==> src/rtl/alarm_ringer.sv <==
// alarm_ringer: alarm sounder with snooze handling.
// States IDLE / RING / SNOOZE. A sub-second counter driven by 'tick'
// produces a one-cycle second strobe; the buzzer is on during the first
// half of every second while ringing.
// Optional feature macro RINGER_TIMEOUT_EN: when defined, RING returns to
// IDLE on the second strobe that completes RING_TIMEOUT_S seconds of
// continuous ringing. When undefined, RING lasts until stop, snooze or
// enable low.
module alarm_ringer #(
    parameter int TICKS_PER_SEC  = 10,
    parameter int RING_TIMEOUT_S = 60,
    parameter int SNOOZE_S       = 300,
    parameter int MAX_SNOOZES    = 3
) (
    input  logic       clk,
    input  logic       reset,
    input  logic       enable,
    input  logic       trigger,
    input  logic       tick,
    input  logic       stop_btn,
    input  logic       snooze_btn,
    output logic       buzzer,
    output logic       ringing,
    output logic       snoozing,
    output logic [2:0] snooze_count,
    output logic [8:0] snooze_left,
    output logic [1:0] state_dbg
);

    localparam logic [1:0] ST_IDLE   = 2'd0;
    localparam logic [1:0] ST_RING   = 2'd1;
    localparam logic [1:0] ST_SNOOZE = 2'd2;

    localparam logic [7:0] SUB_LAST = 8'(TICKS_PER_SEC - 1);
    localparam logic [7:0] SUB_HALF = 8'(TICKS_PER_SEC / 2);
    localparam logic [8:0] SNZ_LOAD = 9'(SNOOZE_S);
    localparam logic [2:0] SNZ_MAX  = 3'(MAX_SNOOZES);

    logic [1:0] state;
    logic [7:0] sub_cnt;
    logic       trig_q;
    logic       stop_q;
    logic       snz_q;
    logic       trig_edge;
    logic       stop_edge;
    logic       snz_edge;
    logic       sec_strobe;
    logic       ring_expire;

    // Only rising edges of the level inputs act; the previous-value
    // registers start at 0 so a trigger already high at reset release
    // is seen as an edge.
    assign trig_edge  = trigger & ~trig_q;
    assign stop_edge  = stop_btn & ~stop_q;
    assign snz_edge   = snooze_btn & ~snz_q;
    assign sec_strobe = tick && (sub_cnt == SUB_LAST);

`ifdef RINGER_TIMEOUT_EN
    localparam logic [7:0] RING_LAST = 8'(RING_TIMEOUT_S - 1);

    logic [7:0] ring_sec;

    assign ring_expire = sec_strobe && (ring_sec == RING_LAST);

    // Whole seconds spent in the current ring burst; held at 0 outside
    // RING so every entry into RING starts from zero.
    always_ff @(posedge clk or posedge reset) begin
        if (reset) begin
            ring_sec <= 8'd0;
        end else if (state != ST_RING) begin
            ring_sec <= 8'd0;
        end else if (sec_strobe) begin
            ring_sec <= ring_sec + 8'd1;
        end
    end
`else
    assign ring_expire = 1'b0;
`endif

    // Previous-value registers for edge detection.
    always_ff @(posedge clk or posedge reset) begin
        if (reset) begin
            trig_q <= 1'b0;
            stop_q <= 1'b0;
            snz_q  <= 1'b0;
        end else begin
            trig_q <= trigger;
            stop_q <= stop_btn;
            snz_q  <= snooze_btn;
        end
    end

    // Main FSM with sub-second counter and snooze bookkeeping. Branch
    // order encodes priority: enable low, stop, snooze, expiry, ticks.
    always_ff @(posedge clk or posedge reset) begin
        if (reset) begin
            state        <= ST_IDLE;
            sub_cnt      <= 8'd0;
            snooze_count <= 3'd0;
            snooze_left  <= 9'd0;
        end else if (!enable) begin
            state       <= ST_IDLE;
            sub_cnt     <= 8'd0;
            snooze_left <= 9'd0;
        end else begin
            case (state)
                ST_IDLE: begin
                    sub_cnt <= 8'd0;
                    if (trig_edge) begin
                        state        <= ST_RING;
                        snooze_count <= 3'd0;
                    end
                end
                ST_RING: begin
                    if (stop_edge) begin
                        state   <= ST_IDLE;
                        sub_cnt <= 8'd0;
                    end else if (snz_edge && (snooze_count < SNZ_MAX)) begin
                        state        <= ST_SNOOZE;
                        sub_cnt      <= 8'd0;
                        snooze_count <= snooze_count + 3'd1;
                        snooze_left  <= SNZ_LOAD;
                    end else if (ring_expire) begin
                        state   <= ST_IDLE;
                        sub_cnt <= 8'd0;
                    end else if (sec_strobe) begin
                        sub_cnt <= 8'd0;
                    end else if (tick) begin
                        sub_cnt <= sub_cnt + 8'd1;
                    end
                end
                ST_SNOOZE: begin
                    if (stop_edge) begin
                        state       <= ST_IDLE;
                        sub_cnt     <= 8'd0;
                        snooze_left <= 9'd0;
                    end else if (sec_strobe) begin
                        sub_cnt <= 8'd0;
                        if (snooze_left == 9'd1) begin
                            state       <= ST_RING;
                            snooze_left <= 9'd0;
                        end else begin
                            snooze_left <= snooze_left - 9'd1;
                        end
                    end else if (tick) begin
                        sub_cnt <= sub_cnt + 8'd1;
                    end
                end
                default: begin
                    state       <= ST_IDLE;
                    sub_cnt     <= 8'd0;
                    snooze_left <= 9'd0;
                end
            endcase
        end
    end

    // Output decode straight from registered state and counter.
    assign ringing   = (state == ST_RING);
    assign snoozing  = (state == ST_SNOOZE);
    assign buzzer    = ringing && (sub_cnt < SUB_HALF);
    assign state_dbg = state;

endmodule

==> config.mk <==
export PLATFORM = sky130hd
export DESIGN_NAME = alarm_ringer
export DESIGN_NICKNAME = d
export VERILOG_FILES = /design/src/rtl/alarm_ringer.sv
export SDC_FILE = /design/constraint.sdc
export NUM_CORES = 1
export LEC_CHECK = 0
export CAP_MARGIN = 20
export CORE_MARGIN = 2
export CORE_UTILIZATION = 51
export DETAILED_ROUTE_END_ITERATION = 16
export HOLD_SLACK_MARGIN = 0.03
export PLACE_DENSITY_LB_ADDON = 0.1
export SETUP_SLACK_MARGIN = 0.5
export SLEW_MARGIN = 20
export SYNTH_ARGS = -nofsm -noshare
export SYNTH_HDL_FRONTEND = slang
export SYNTH_SLANG_ARGS = --single-unit
==> constraint.sdc <==
create_clock -name clk -period 2.25 [get_ports clk]
set_input_delay 0.675 -clock clk [delete_from_list [all_inputs] [get_ports clk]]
set_output_delay 0.675 -clock clk [all_outputs]
set_load 0.02 [all_outputs]
Word level (Yosys, flattened, before mapping). Index checks and enable logic that the tools add are counted.

Equal/unequal tests: 14. Add/sub/neg operators: 3. Order comparisons: 2. Reduce and logical (&&, ||, !) cells: 8. Bitwise logic cells: 6. Multiplexer cells: 26.

Operator list (number): $mux 9 (6); $mux 8 (6); $pmux 9 s3 (1); $pmux 8 s2 (1); $mux 2 (7); $ne 4x2->1 const B (3); $eq 9x1->1 const B (1); $mux 3 (3); $sub 9x1->9 const B (1); $add 8x1->8 const B (1); $eq 8x4->1 const B (1); $lt 8x3->1 const B (1); $reduce_and 4->1 (2); $ne 2x2->1 const B (3); $ne 3x3->1 const B (2); $pmux 2 s3 (1); $pmux 3 s2 (1); $reduce_and 5->1 (1); $add 3x1->3 const B (1); $and 1x1->1 (3); $logic_and 1x1->1 (3); $lt 3x2->1 const B (1); $ne 3x2->1 const B (1); $not 1->1 (3); 5 further kinds (5).

Register bits after elaboration: 25. Logic and storage cells: 66. Input bits: 7. Output and inout port bits: 17.

Logic depth before layout (Yosys ltp). Gate-level depths: netlist of the first run.

Depth after elaboration: 7. Gate-level depth with buffers: 8. Gate-level depth less buffers: 7.

Least setup slack after synthesis of the first run. OpenSTA, ideal clock, no wires.

Path type: reg2out. Start: register state[1] (netlist: state_dbg[1]). End: output port buzzer. Buffers on the path: 1. Data required time: 1.575 ns. Stages on the path, launching flop included: 6. Setup slack: -0.568 ns. Arrival: 2.143 ns. Path through: dfrtp_1 > inv_1 > ha_1 > buf_4 > inv_1 > a2111oi_0.

Longest elaborated chain between the ends: 2.

Ends and longest elaborated chain: start, declared (line 39) `logic [1:0] state;`; start signal, assigned (line 97) `state <= ST_IDLE;`; start signal, assigned (line 102) `state <= ST_IDLE;`; start signal, assigned (line 110) `state <= ST_RING;`; $eq 2x1->1 (line 159) `assign ringing = (state == ST_RING);`; via ringing (line 23) `output logic ringing,`; $logic_and 1x1->1 (line 161) `assign buzzer = ringing && (sub_cnt < SUB_HALF);`; end, declared (line 22) `output logic buzzer,`.

The timed path passes the listed nets, and every way through them passes these cells.

Worst setup path in the final report of the first run.
Start: register sub_cnt[6]. End: output port buzzer.

Longest elaborated chain between the ends: 2.

Ends and longest elaborated chain: start, declared (line 40) `logic [7:0] sub_cnt;`; start signal, assigned (line 129) `sub_cnt <= sub_cnt + 8'd1;`; start signal, assigned (line 146) `sub_cnt <= sub_cnt + 8'd1;`; $lt 8x3->1 (line 161); $logic_and 1x1->1 (line 161).

No other way between the ends.

==> run summary, run 1 <==
The checks that failed: negative setup slack. The worst setup path is captured at an output port. The tools report the global-route usage over all layers as 0.3268. The placer's final routability congestion estimate was 0.8469. Clock tree synthesis selected as its root buffer the cell sky130_fd_sc_hd__clkbuf_4. The critical path in this run is classified as reg2out. The area share of and/or/nand/nor cells after synthesis was 0.2722; the number of antenna violations at the first check in global routing was 0. The number of core rows is 20, and the mux share of post-synthesis cell area is 0.01270.

The fraction of power spent switching nets came out at 0.3505. The run finished, with violations left. The instance count along the most critical hold path works out to 1. From left edge to right edge, the die measures 59.60 um.

Traced cell by cell, the critical path runs through or4_4 -> a2111oi_4 -> buf_4. The repair_antennas step left the layout with diodes totalling 0. Switching power total: 0.4217 mW.

Setup repair after global routing could not meet its margin everywhere. The cell area that synthesis handed to floorplanning was 0.001577 mm2. The critical path data required time is 1.57 ns. The worst path needs 2.403 ns of the cycle, external delays included. The synthesis-stage register bit count is 25.

The power per unit of standard cell area was 444.1 mW/mm2. Quantity of I/O buffers inserted on ports: 23. The count of cell types in the netlist was 42; the via density per instance was 5.936.

The final critical-path share of the clock period was 1.068. The post-synthesis compound-gate area fraction is 0.1500. Summing all flip-flop and latch instances after layout gives 636.9 um2. The tools report the worst slack at placement as -0.2759 ns. For the final setup skew, the log shows 0.002463 ns. The biggest cell delay along the critical path was 0.57 ns. Hold repair after CTS inserted 0 buffers. The number of setup violations in the final report was 3; the adder-cell share of the synthesized area was 0.07937.

Number of instances in the placed design: 251. The number of clock buffers added by TritonCTS is 3. The leakage power figure came out at 1.256 nW. The first global-routing pass estimated 8583 um of wire.

The run gives 0 as the max-slew violation count. The area of the core region came out at 0.003003 mm2. The number of instances in the synthesized netlist was 168. The final count of hold timing violations was 0; the pin count of the biggest net entering global routing was 26. Of all nets on the critical path, the largest fanout is 2. A synthesized cell averages 9.384 um2. The area of all placed cells without fillers was 0.002709 mm2.

Largest family of logic cells by synthesized area: simple AND/OR/NAND/NOR gates. The tool flagged a number of max-cap violations equal to 0. Summing all placed instances gives a cell area of 0.002125 mm2. The synthesized design contains 0 enable-type register cells.

For the via count of the first global-routing pass, the log shows 1,802. The net count after synthesis came out at 185. For the final routed database, the setup TNS stands at -0.3062 ns. For this run, the number of Yosys warnings is 0. After clock tree synthesis, the clock-pin slew on the worst setup and hold paths is 0.15 ns. The tools report the largest buffer count on any clock path as 2. The area share of xor/xnor cells in the synthesized design is 0.04444, and the multi-input logic area is 0.001117 mm2. The met1 track demand over resource in global routing is 0.3702, and the number of remaining DRC errors is 0. The count of nets left with antenna violations once routing finished came out at 0. From synthesis to final layout, the design area changed by 71.83%. The headroom to the max-slew limit was 0.7384. Share of power burned in combinational logic: 0.411. The clock insertion delay at the later pin of the skew report is 0.35 ns.

After filler insertion, the fill cell instance count of the layout stands at 124. The tools report the met2 layer usage reported by global route as 0.5871. The worst IR drop on VDD was 305.5 uV; the total congestion overflow after global routing was 0.

The type of element launching the critical path is a register. At the pin with the least slew margin, the transition time is 0.3889 ns. The detailed placement HPWL is 2942 um. The first detailed-routing pass ran for 4 iterations. For the number of vias in the routed layout, the log shows 1,763. The async set-or-reset flop fraction in the synthesized netlist is 1.000, and the initial core utilization is 0.5250. The internal portion of the total power is 0.7813 mW.

The die covers 0.003552 mm2. The final design utilization is 0.9021. Prevailing post-synth register cell: sky130_fd_sc_hd__dfrtp_1. The part of the power in the clock network came out at 0.189. Number of non-filler instances in the completed layout: 297. The share of layout cells above drive strength 1 is 0.5530, and the number of top-level pins is 24. On the critical path, the stage with the largest delay is an instance of sky130_fd_sc_hd__or4_4. Wires add up to 5813 um. After global routing, the most crowded layer is met2. The tools report the data arrival time of the critical path as 1.73 ns. The completed layout was analyzed and its total power is 1.203 mW. Measured along the y axis, the die boundary spans 59.60 um. The met3 capacity usage during global routing was 0.04803; the share of the yosys chip area belonging to registers was 0.3968. The type of the tightest min-delay check is in2reg.

After detailed routing, the average wire length per cell comes to 19.57 um. The deepest level of the CTS H-tree is 1. The worst hold slack after final layout was 0.5634 ns; the number of nets at the end of the flow was 282.

Timing would allow up to 416.2 MHz. The clock drives 25 sinks. Counting cells, the worst reg-to-reg path comes to 7.

TritonCTS built the clock tree. Portion of total power attributed to sequential cells: 0.400. The initial detailed-routing violation count came out at 106. The tools report the slack of the critical path as -0.1527 ns.
==> power by group through the flow <==
stage / registers (mW) / logic (mW) / clock network, mW
floorplan: 0.507 / 0.173 / 0
global placement: 0.490 / 0.310 / 0
detailed placement: 0.491 / 0.317 / 0
CTS: 0.479 / 0.434 / 0.218
global route: 0.482 / 0.517 / 0.241
finish: 0.481 / 0.495 / 0.227
==> metal layers <==
layer / vias up / part of all wire
li1: 797 / -
met4: 0 / 0.037
met1: 870 / 0.38
met3: 23 / 0.049
met2: 73 / 0.54
met5: - / 0
==> critical path: cells and delay by family (launching register included) <==
family | cells | cell delay, ns
AO/OA/AOI/OAI | 1 | 0.21
buffers and inverters | 1 | 0.19
flip-flops | 1 | 0.42
AND/OR/NAND/NOR | 1 | 0.57
==> final timing paths <==
path / end / startpoint / slack, ns
worst max-delay path: buzzer / sub_cnt[6] / -0.15
worst min-delay path: stop_q / stop_btn / 0.56
worst max register to register: snooze_left[6] / sub_cnt[6] / -0.09
worst min register to register: snooze_left[7] / snooze_left[7] / 0.62
max in group asynchronous: state_dbg[1] / reset / 1.32
min in group asynchronous: snooze_left[7] / reset / 0.67
==> cells in the final DEF (no fill, tap or decap), types with 3 or more instances in the layout <==
| cell type | n |
|---|---|
| sky130_fd_sc_hd__buf_4 | 50 |
| sky130_fd_sc_hd__buf_6 | 32 |
| sky130_fd_sc_hd__nand2_1 | 16 |
| sky130_fd_sc_hd__dfrtp_1 | 16 |
| sky130_fd_sc_hd__nor2_1 | 13 |
| sky130_fd_sc_hd__nand4_1 | 9 |
| sky130_fd_sc_hd__dfrtp_2 | 9 |
| sky130_fd_sc_hd__inv_1 | 8 |
| sky130_fd_sc_hd__xor2_1 | 6 |
| sky130_fd_sc_hd__ha_1 | 6 |
| sky130_fd_sc_hd__a21oi_1 | 5 |
| sky130_fd_sc_hd__o31ai_1 | 4 |
| sky130_fd_sc_hd__nor2_2 | 4 |
| sky130_fd_sc_hd__ha_4 | 4 |
| sky130_fd_sc_hd__nor3_1 | 3 |
| sky130_fd_sc_hd__o21ai_1 | 3 |
| sky130_fd_sc_hd__nand2b_1 | 3 |
| sky130_fd_sc_hd__o21ai_0 | 3 |
| sky130_fd_sc_hd__o211ai_1 | 3 |
| sky130_fd_sc_hd__nand3_1 | 3 |
| sky130_fd_sc_hd__clkbuf_4 | 3 |
| sky130_fd_sc_hd__clkdlybuf4s15_2 | 3 |
| sky130_fd_sc_hd__buf_2 | 3 |
==> kinds of logic after synthesis <==
group,Yosys count
xor gates and xnor gates,8
DFF,25
AOI/OAI and AO/OA,31
adders and majority gates,10
buffers and inverters,14
and+or+nand+nor,78
muxes,2
==> final cells by class <==
type,count,share of cell area
multi-input cells,130,0.4125
repair buffers,94,0.3099
flip-flops and latches,25,0.2351
inverters,11,0.01709
well taps,33,0.01524
clock buffers,3,0.008314
clock inverters,1,0.001848
==> cell usage after synthesis, types with 2 or more instances <==
cell | instances | area [um2]
sky130_fd_sc_hd__inv_1 | 11 | 41.29
sky130_fd_sc_hd__or3_1 | 2 | 12.51
sky130_fd_sc_hd__nor3_1 | 4 | 20.02
sky130_fd_sc_hd__xor2_1 | 6 | 52.55
sky130_fd_sc_hd__o21ai_0 | 8 | 40.04
sky130_fd_sc_hd__xnor2_1 | 2 | 17.52
sky130_fd_sc_hd__nand3_1 | 3 | 15.01
sky130_fd_sc_hd__dfrtp_1 | 25 | 625.6
sky130_fd_sc_hd__a211o_1 | 2 | 17.52
sky130_fd_sc_hd__mux2i_1 | 2 | 20.02
sky130_fd_sc_hd__o31ai_1 | 5 | 37.54
sky130_fd_sc_hd__nand4_1 | 9 | 56.30
sky130_fd_sc_hd__nand2b_1 | 4 | 25.02
sky130_fd_sc_hd__and3_1 | 4 | 25.02
sky130_fd_sc_hd__or4_4 | 2 | 22.52
sky130_fd_sc_hd__nor2b_1 | 2 | 12.51
sky130_fd_sc_hd__o211ai_1 | 3 | 22.52
sky130_fd_sc_hd__nand2_1 | 17 | 63.81
sky130_fd_sc_hd__nor2_1 | 19 | 71.32
sky130_fd_sc_hd__a21oi_1 | 6 | 30.03
sky130_fd_sc_hd__ha_1 | 10 | 125.1
sky130_fd_sc_hd__buf_4 | 2 | 15.01
==> repair_timing <==
| item | CTS | global route |
|---|---|---|
| cloned | 1 | 0 |
| endpoints found under the setup margin | 39 | 37 |
| resized for setup | 122 | 35 |
| pin swaps | 21 | 14 |
| buffers inserted | 30 | 11 |
==> sequential cells by signal, summed over array words and instances, names as in the netlist <==
name and cells:
state_dbg 2, trig_q 1, snz_q 1, snooze_left 9, snooze_count 3, sub_cnt 8, stop_q 1
(Power assumes the default switching activity.)
==> inputs of run 2 (changes only) <==
- PLACE_DENSITY: default -> 0.82
- PLACE_DENSITY_LB_ADDON: 0.1 -> default
- SKIP_CTS_REPAIR_TIMING: default -> 1
==> run 2 against run 1 <==
  * The flow still finishes with violations (negative setup slack)
  * Critical path type unchanged
  * Final cell count fell by 9.4%
  * Die area unchanged
  * Largest power group is now sequential cells
  * Critical path depth unchanged
  * Clock power down 11%
  * Register-to-register slack better by 0.12 ns
  * Critical endpoint unchanged
  * Sequential power about the same
==> run summary, run 2 (synthesized netlist as in run 1, its figures left out) <==
The quantity of I/O buffers inserted on ports was 23 (unchanged). The worst setup path is captured at an output port. The tools report the final count of hold timing violations as 0 (unchanged).

The root buffer cell chosen for the clock tree is sky130_fd_sc_hd__clkbuf_4. The layout-stage area growth over the synthesis result is 55.32%. In the layout the commonest cells are sky130_fd_sc_hd__buf_4 (36), sky130_fd_sc_hd__nand2_1 (16), sky130_fd_sc_hd__dlymetal6s2s_1 (14), sky130_fd_sc_hd__dfrtp_1 (14). The run gives 1,591 (-9.8%) as the number of vias in the routed layout.

The width of the die is 59.60 um (unchanged). The post-route minimum period is 2.340 ns (-0.06242 ns). The capture instance of the worst register-to-register path is state_dbg[0]. The logs give 1.67 ns (-0.06 ns) for the data arrival time of the critical path and 6506 um (-24%) for the global-route wire length before repair.

The y dimension of the die is 59.60 um (unchanged), and the area of the core region is 0.003003 mm2 (unchanged). The biggest cell delay along the critical path is 0.55 ns (-0.02 ns). The number of antenna violations at the first check in global routing was 0 (unchanged).

In the final layout, the registers with the most flip-flops are snooze_left x9, sub_cnt x8, snooze_count x3. The total buffers and inverters traversed by the critical path is 1 (unchanged), and the via density per instance is 5.914 (-0.36%). The number of nets at the end of the flow is 254 (-9.9%), and the final setup skew is 0.01127 ns (+0.008810 ns).

The run gives -0.09028 ns (+0.06242 ns) as the slack of the critical path. The tools report the count of antenna-violating nets left after detailed routing as 0 (unchanged). The run gives 1.57 ns (about the same) as the critical path data required time. The share of layout cells above drive strength 1 was 0.4407 (-0.1124); the total clock sinks was 25 (unchanged). Count of max-cap constraint violations: 0 (unchanged).

For the initial detailed-routing violation count, the log shows 76 (-28%). TritonCTS built the clock tree. The maximum fanout along the worst path was 2 (unchanged).

The run gives 4 (unchanged) as the number of iterations in the first detailed-routing pass. For the slack of the worst reg-to-reg path, the log shows 0.03 ns (+0.12 ns). The run gives 3 (unchanged) as the clock buffer count from CTS. The flip-flop count of the largest register after layout is 9 (unchanged).

Walking the worst path, the cells encountered are or4_4 -> a2111oi_4 -> buf_4. The cell with the biggest individual delay on the critical path is sky130_fd_sc_hd__or4_4. The final critical-path share of the clock period was 1.040 (-0.02774). The initial core utilization came out at 0.5250 (unchanged). The leakage power figure was 1.281 nW (+2.0%).

The clock edge transition at the registers on the reported setup and hold paths came out at 0.13 ns (-0.02 ns). Total congestion overflow after global routing: 0 (unchanged). Pin count of the biggest net entering global routing: 14 (-46%). The library cell used most frequently in the layout, excluding fill and tap cells, is sky130_fd_sc_hd__buf_4. The length in cells of the worst reg-to-reg path came out at 6 (-1). The critical path starts at sub_cnt[7]. The placed cell area was 0.002125 mm2 (unchanged); the power per unit of standard cell area was 449.0 mW/mm2 (+1.1%). The worst hold path begins at snooze_btn. The average wire per cell in the routed design is 16.69 um (-15%), and the final design utilization is 0.8154 (-0.08667). The headroom to the max-slew limit is 0.7076 (-0.03075), and the instance count along the most critical hold path is 1 (unchanged).

The logs give 0 (unchanged) for the max-slew violation count and 0.003552 mm2 (unchanged) for the overall die area. The number of setup violations in the final report is 1 (-2). Setup repair after global routing could not meet its margin everywhere. The number of remaining DRC errors was 0 (unchanged); the number of inserted diodes was 0 (unchanged). Type of the tightest min-delay check: in2reg.

The via count of the first global-routing pass is 1,449 (-20%), and the global-route usage over all layers is 0.2432 (-0.08364). By startpoint and endpoint, the worst setup path is classified as reg2out. The deepest level of the CTS H-tree is 1 (unchanged). The run gives 1.099 mW (-8.6%) as the total power of the final layout.

The clock insertion delay at the later pin of the skew report came out at 0.33 ns (-0.02 ns). The tools report the maximum operating frequency as 427.3 MHz (+2.7%). The number of top-level pins is 24 (unchanged), and the detailed placement HPWL is 2991 um (+1.7%). The register with the most flip-flops in the final layout is snooze_left.

The family of cells with the greatest summed delay on the critical path is simple AND/OR/NAND/NOR gates. The area of all placed cells without fillers came out at 0.002449 mm2 (-9.6%). The worst IR drop on VDD came out at 346.9 uV (+14%).

The checks that failed: negative setup slack. The startpoint identified for the worst register-to-register timing path is snooze_left[5]. Number of core rows: 20 (unchanged). The type of element launching the critical path is a register. For the largest buffer count on any clock path, the log shows 2 (unchanged). The run finished, with violations left. The run gives 4489 um (-23%) as the total wire length after detailed routing. The actual slew at the worst max-slew pin was 0.4346 ns (+0.04571 ns); the placer's final routability congestion estimate was 0.8808 (+4.0%). The worst-case hold path end point was snz_q.
==> run 2: cell types whose count changed in the layout (fill, tap and decap cells not counted), moves of 2 or more <==
cell | previous run | this run
sky130_fd_sc_hd__and3_1 | 0 | 3
sky130_fd_sc_hd__dfrtp_2 | 9 | 11
sky130_fd_sc_hd__dlymetal6s2s_1 | 1 | 14
sky130_fd_sc_hd__buf_4 | 50 | 36
sky130_fd_sc_hd__clkdlybuf4s15_2 | 3 | 0
sky130_fd_sc_hd__dfrtp_1 | 16 | 14
sky130_fd_sc_hd__and3_4 | 2 | 0
sky130_fd_sc_hd__buf_2 | 3 | 0
sky130_fd_sc_hd__o221ai_4 | 2 | 0
sky130_fd_sc_hd__dlygate4sd2_1 | 2 | 0
sky130_fd_sc_hd__buf_6 | 32 | 12
==> run 2: worst register-to-register path, cell delays in order, from the launching register on <==
cell	delay [ns]
sky130_fd_sc_hd__dfrtp_2	0.45
sky130_fd_sc_hd__or4_4	0.59
sky130_fd_sc_hd__o311ai_4	0.32
sky130_fd_sc_hd__buf_6	0.17
sky130_fd_sc_hd__nand4_4	0.09
sky130_fd_sc_hd__or3_4	0.39
sky130_fd_sc_hd__a21oi_2	0.13
==> run 2: metrics by stage <==
step	worst slack [ns]	instances	TNS (ns)	hold slack, ns
6_report	-0.09028	269	-0.09028	0.4866
5_1_grt	-0.1391	269	-0.1505	0.4764
4_1_cts	-0.5599	255	-0.9968	0.5404
3_5_place_dp	-0.2665	251	-2.192	0.5239
3_3_place_gp	-0.2426	251	-1.677	0.5044
2_1_floorplan	0.1736	168	0	0.5055
==> run 2: worst max-delay path by stage <==
| stage | to | slack, ns | cells past startpoint |
|---|---|---|---|
| finish | buzzer | -0.09 | 3 |
| global route | buzzer | -0.14 | 3 |
| CTS | buzzer | -0.56 | 3 |
| detailed placement | state_dbg[0] | -0.27 | 6 |
| global placement | state_dbg[0] | -0.24 | 6 |
| floorplan | state_dbg[0] | 0.17 | 7 |
==> run 2: layout make-up <==
type | instances | area [um2]
multi-input combinational | 129 | 1070
fill | 165 | 554.3
inverter | 11 | 46.29
clock buffer | 4 | 26.28
sequential | 25 | 639.4
timing repair buffer | 67 | 625.6
tap | 33 | 41.29
==> run 2: metal layers <==
layer / up-vias / track usage / wire length, um
met1: 760 / 0.3513 / 1977
met2: 73 / 0.3752 / 2144
met3: 13 / 0.01965 / 258
met5: - / 0 / 0
met4: 0 / 0.1016 / 108
li1: 745 / - / -
==> run 2: where the power goes <==
group          leakage [nW]  switching, mW  internal [mW]  total [mW]
sequential            0.323         0.0174          0.465       0.483
combinational         0.943          0.208          0.207       0.415
clock                0.0150          0.132         0.0696       0.202
total                  1.28          0.358          0.742        1.10
==> inputs of run 3 (changes only) <==
- PLACE_DENSITY: 0.82 -> 0.73
- SLEW_MARGIN: 20 -> default
==> run 3 against run 2 <==
  * The flow still finishes with violations (negative setup slack)
  * Hold slack gained 0.0058 ns
  * Utilization up 3.5 points
  * Clock power grew 4%
  * Critical path depth rose by 4
  * Register-to-register slack got worse by 0.16 ns
  * Critical endpoint is now snooze_left[8]
  * Flip-flop and latch count unchanged
  * Count of clock-buffer cells in the layout unchanged
  * Design area is 4.3% higher
  * Clock skew down 0.0054 ns
==> run summary, run 3 (synthesized netlist as in run 1, its figures left out) <==
Setup repair after global routing could not meet its margin everywhere. The number of non-filler instances in the completed layout is 275 (+2.2%), and the layout-stage area growth over the synthesis result is 62.06%. The maximum operating frequency was 420.9 MHz (-1.5%); the flip-flop count of the largest register after layout was 9 (unchanged). The worst setup path is captured at a register. The maximum fanout along the worst path was 5 (+3).

The power per unit of standard cell area is 451.6 mW/mm2 (+0.58%). The tools report the initial detailed-routing violation count as 114 (+50%). Broken down by cell family, the worst path's largest delay share belongs to simple AND/OR/NAND/NOR gates. Fraction of power spent switching nets: 0.3419 (+0.01641). The logs give 1,638 (+3.0%) for the number of vias in the routed layout and 0 (unchanged) for the number of remaining DRC errors. Post-route minimum period: 2.376 ns (+0.03586 ns). The logs give 0.003552 mm2 (unchanged) for the overall die area and 0.419 (-0.020) for the portion of total power attributed to sequential cells.

The final critical-path share of the clock period is 1.056 (+0.01594), and the number of top-level pins is 24 (unchanged). Headroom to the max-slew limit: 0.7118 (+0.004209). For the max-slew violation count, the log shows 0 (unchanged). The share of power burned in combinational logic came out at 0.399 (+0.022).

The clock edge transition at the registers on the reported setup and hold paths is 0.14 ns (about the same). The largest registers in the layout are snooze_left x9, sub_cnt x8, snooze_count x3. The initial core utilization was 0.5250 (unchanged); the number of antenna violations at the first check in global routing was 0 (unchanged).

For the number of core rows, the log shows 20 (unchanged). The via density per instance works out to 5.956 (+0.71%). The run gives 2 (unchanged) as the largest buffer count on any clock path. Quantity of I/O buffers inserted on ports: 23 (unchanged). The y dimension of the die came out at 59.60 um (unchanged). The final reports fail on negative setup slack. Worst hold slack after final layout: 0.4925 ns (+0.005815 ns). The worst setup path is of the reg2reg kind. The detailed placement HPWL is 3175 um (+6.1%), and the clock buffer count from CTS is 3 (unchanged). The flow ran to the end, but the final reports show violations. Type of the tightest min-delay check: in2reg. The final setup skew came out at 0.005855 ns (-0.005418 ns). Number of inserted diodes: 0 (unchanged). The width of the die works out to 59.60 um (unchanged).

The run gives 0 (unchanged) as the count of antenna-violating nets left after detailed routing. For the critical path data required time, the log shows 2.46 ns (+0.89 ns). For the internal cell power, the log shows 0.7594 mW (+2.4%). Via count of the first global-routing pass: 1,524 (+5.2%). Clock insertion delay at the later pin of the skew report: 0.33 ns (about the same). The tools report the count of max-cap constraint violations as 0 (unchanged).

STA classifies the critical path startpoint as a register. The global-route usage over all layers is 0.2658 (+0.02265). The average wire per cell in the routed design came out at 19.54 um (+17%).

For the number of iterations in the first detailed-routing pass, the log shows 4 (unchanged). The number of instances in the placed design is 248 (-1.2%), and the area of the core region is 0.003003 mm2 (unchanged). The run gives 1 (unchanged) as the deepest level of the CTS H-tree. Total power of the final layout: 1.154 mW (+4.9%). The tools report the number of setup violations in the final report as 4 (+3). The pin count of the biggest net entering global routing is 26 (+12). The tree is rooted in a sky130_fd_sc_hd__clkbuf_4. The cell with the biggest individual delay on the critical path was sky130_fd_sc_hd__or4_4. Leakage power figure: 1.300 nW (+1.5%).

The run gives 0.3945 mW (+10%) as the switching power total. The tools report the slack of the critical path as -0.1261 ns (-0.03586 ns). The signal on the critical path passes through or4_4 -> buf_4 -> buf_6 -> o211ai_4 -> or3b_4 -> o211ai_1 -> o31ai_1. The data arrival time of the critical path was 2.59 ns (+0.92 ns); the part of the power in the clock network was 0.182 (-0.002). The run gives 260 (+2.4%) as the number of nets at the end of the flow. The worst IR drop on VDD was 310.2 uV (-11%); the number of filler instances in the final layout was 157 (-4.8%). For the total clock sinks, the log shows 25 (unchanged). The register with the most flip-flops in the final layout is snooze_left. In the layout the commonest cells are sky130_fd_sc_hd__buf_4 (35), sky130_fd_sc_hd__buf_6 (21), sky130_fd_sc_hd__nand2_1 (16), sky130_fd_sc_hd__dfrtp_1 (16).

The final count of hold timing violations was 0 (unchanged); the biggest cell delay along the critical path was 0.56 ns (about the same). TritonCTS built the clock tree. The placer's final routability congestion estimate was 0.8663 (-1.6%); the actual slew at the worst max-slew pin was 0.4283 ns (-0.006256 ns). Leaving out fill and tap cells, the most frequent cell in the layout is sky130_fd_sc_hd__buf_4.

Total wire length after detailed routing: 5373 um (+20%). Global-route wire length before repair: 7058 um (+8.5%). The total buffers and inverters traversed by the critical path is 2 (+1), and the share of layout cells above drive strength 1 is 0.4752 (+0.03453). The run gives 0 (unchanged) as the total congestion overflow after global routing.
run 3: area by class of cell:
class | instances | area, um2 | area share
Clock buffer | 4 | 26.28 | 0.01028
Inverter | 11 | 43.79 | 0.01714
Multi-Input combinational cell | 129 | 1112 | 0.4354
Sequential cell | 25 | 636.9 | 0.2493
Tap cell | 33 | 41.29 | 0.01616
Timing Repair Buffer | 73 | 694.4 | 0.2718
run 3: metrics by stage:
step	utilization	TNS, ns	setup slack [ns]	area [um2]
floorplan	-	0	0.1736	1660
global placement	0.7000	-1.704	-0.2377	2102
global route	0.8508	-0.4458	-0.1473	2555
finish	0.8508	-0.3010	-0.1261	2555
detailed placement	0.7000	-3.000	-0.3345	2102
CTS	0.7088	-1.088	-0.5719	2128
run 3: power by group through the flow:
stage	Clock [mW]	Sequential (mW)	Combinational, mW
CTS	0.216	0.483	0.319
finish	0.210	0.484	0.460
floorplan	0	0.507	0.173
global route	0.233	0.486	0.481
global placement	0	0.491	0.306
detailed placement	0	0.491	0.317
run 3: worst paths after layout:
check	endpoint	slack, ns	depth (start not counted)	start
setup / recovery	snooze_left[8]	-0.13	7	sub_cnt[7]
hold / removal	snz_q	0.49	1	snooze_btn
setup reg to reg	snooze_left[8]	-0.13	7	sub_cnt[7]
hold reg to reg	snooze_left[0]	0.55	1	snooze_left[0]
max in group asynchronous	snooze_left[0]	1.31	3	reset
min in group asynchronous	sub_cnt[7]	0.68	3	reset
run 3: metal layers:
layer,up-vias,GRT usage,part of all wire
met3,23,0.03930,0.050
met5,-,0,0
met1,786,0.3633,0.41
li1,756,-,-
met2,73,0.4317,0.50
met4,0,0.08889,0.039
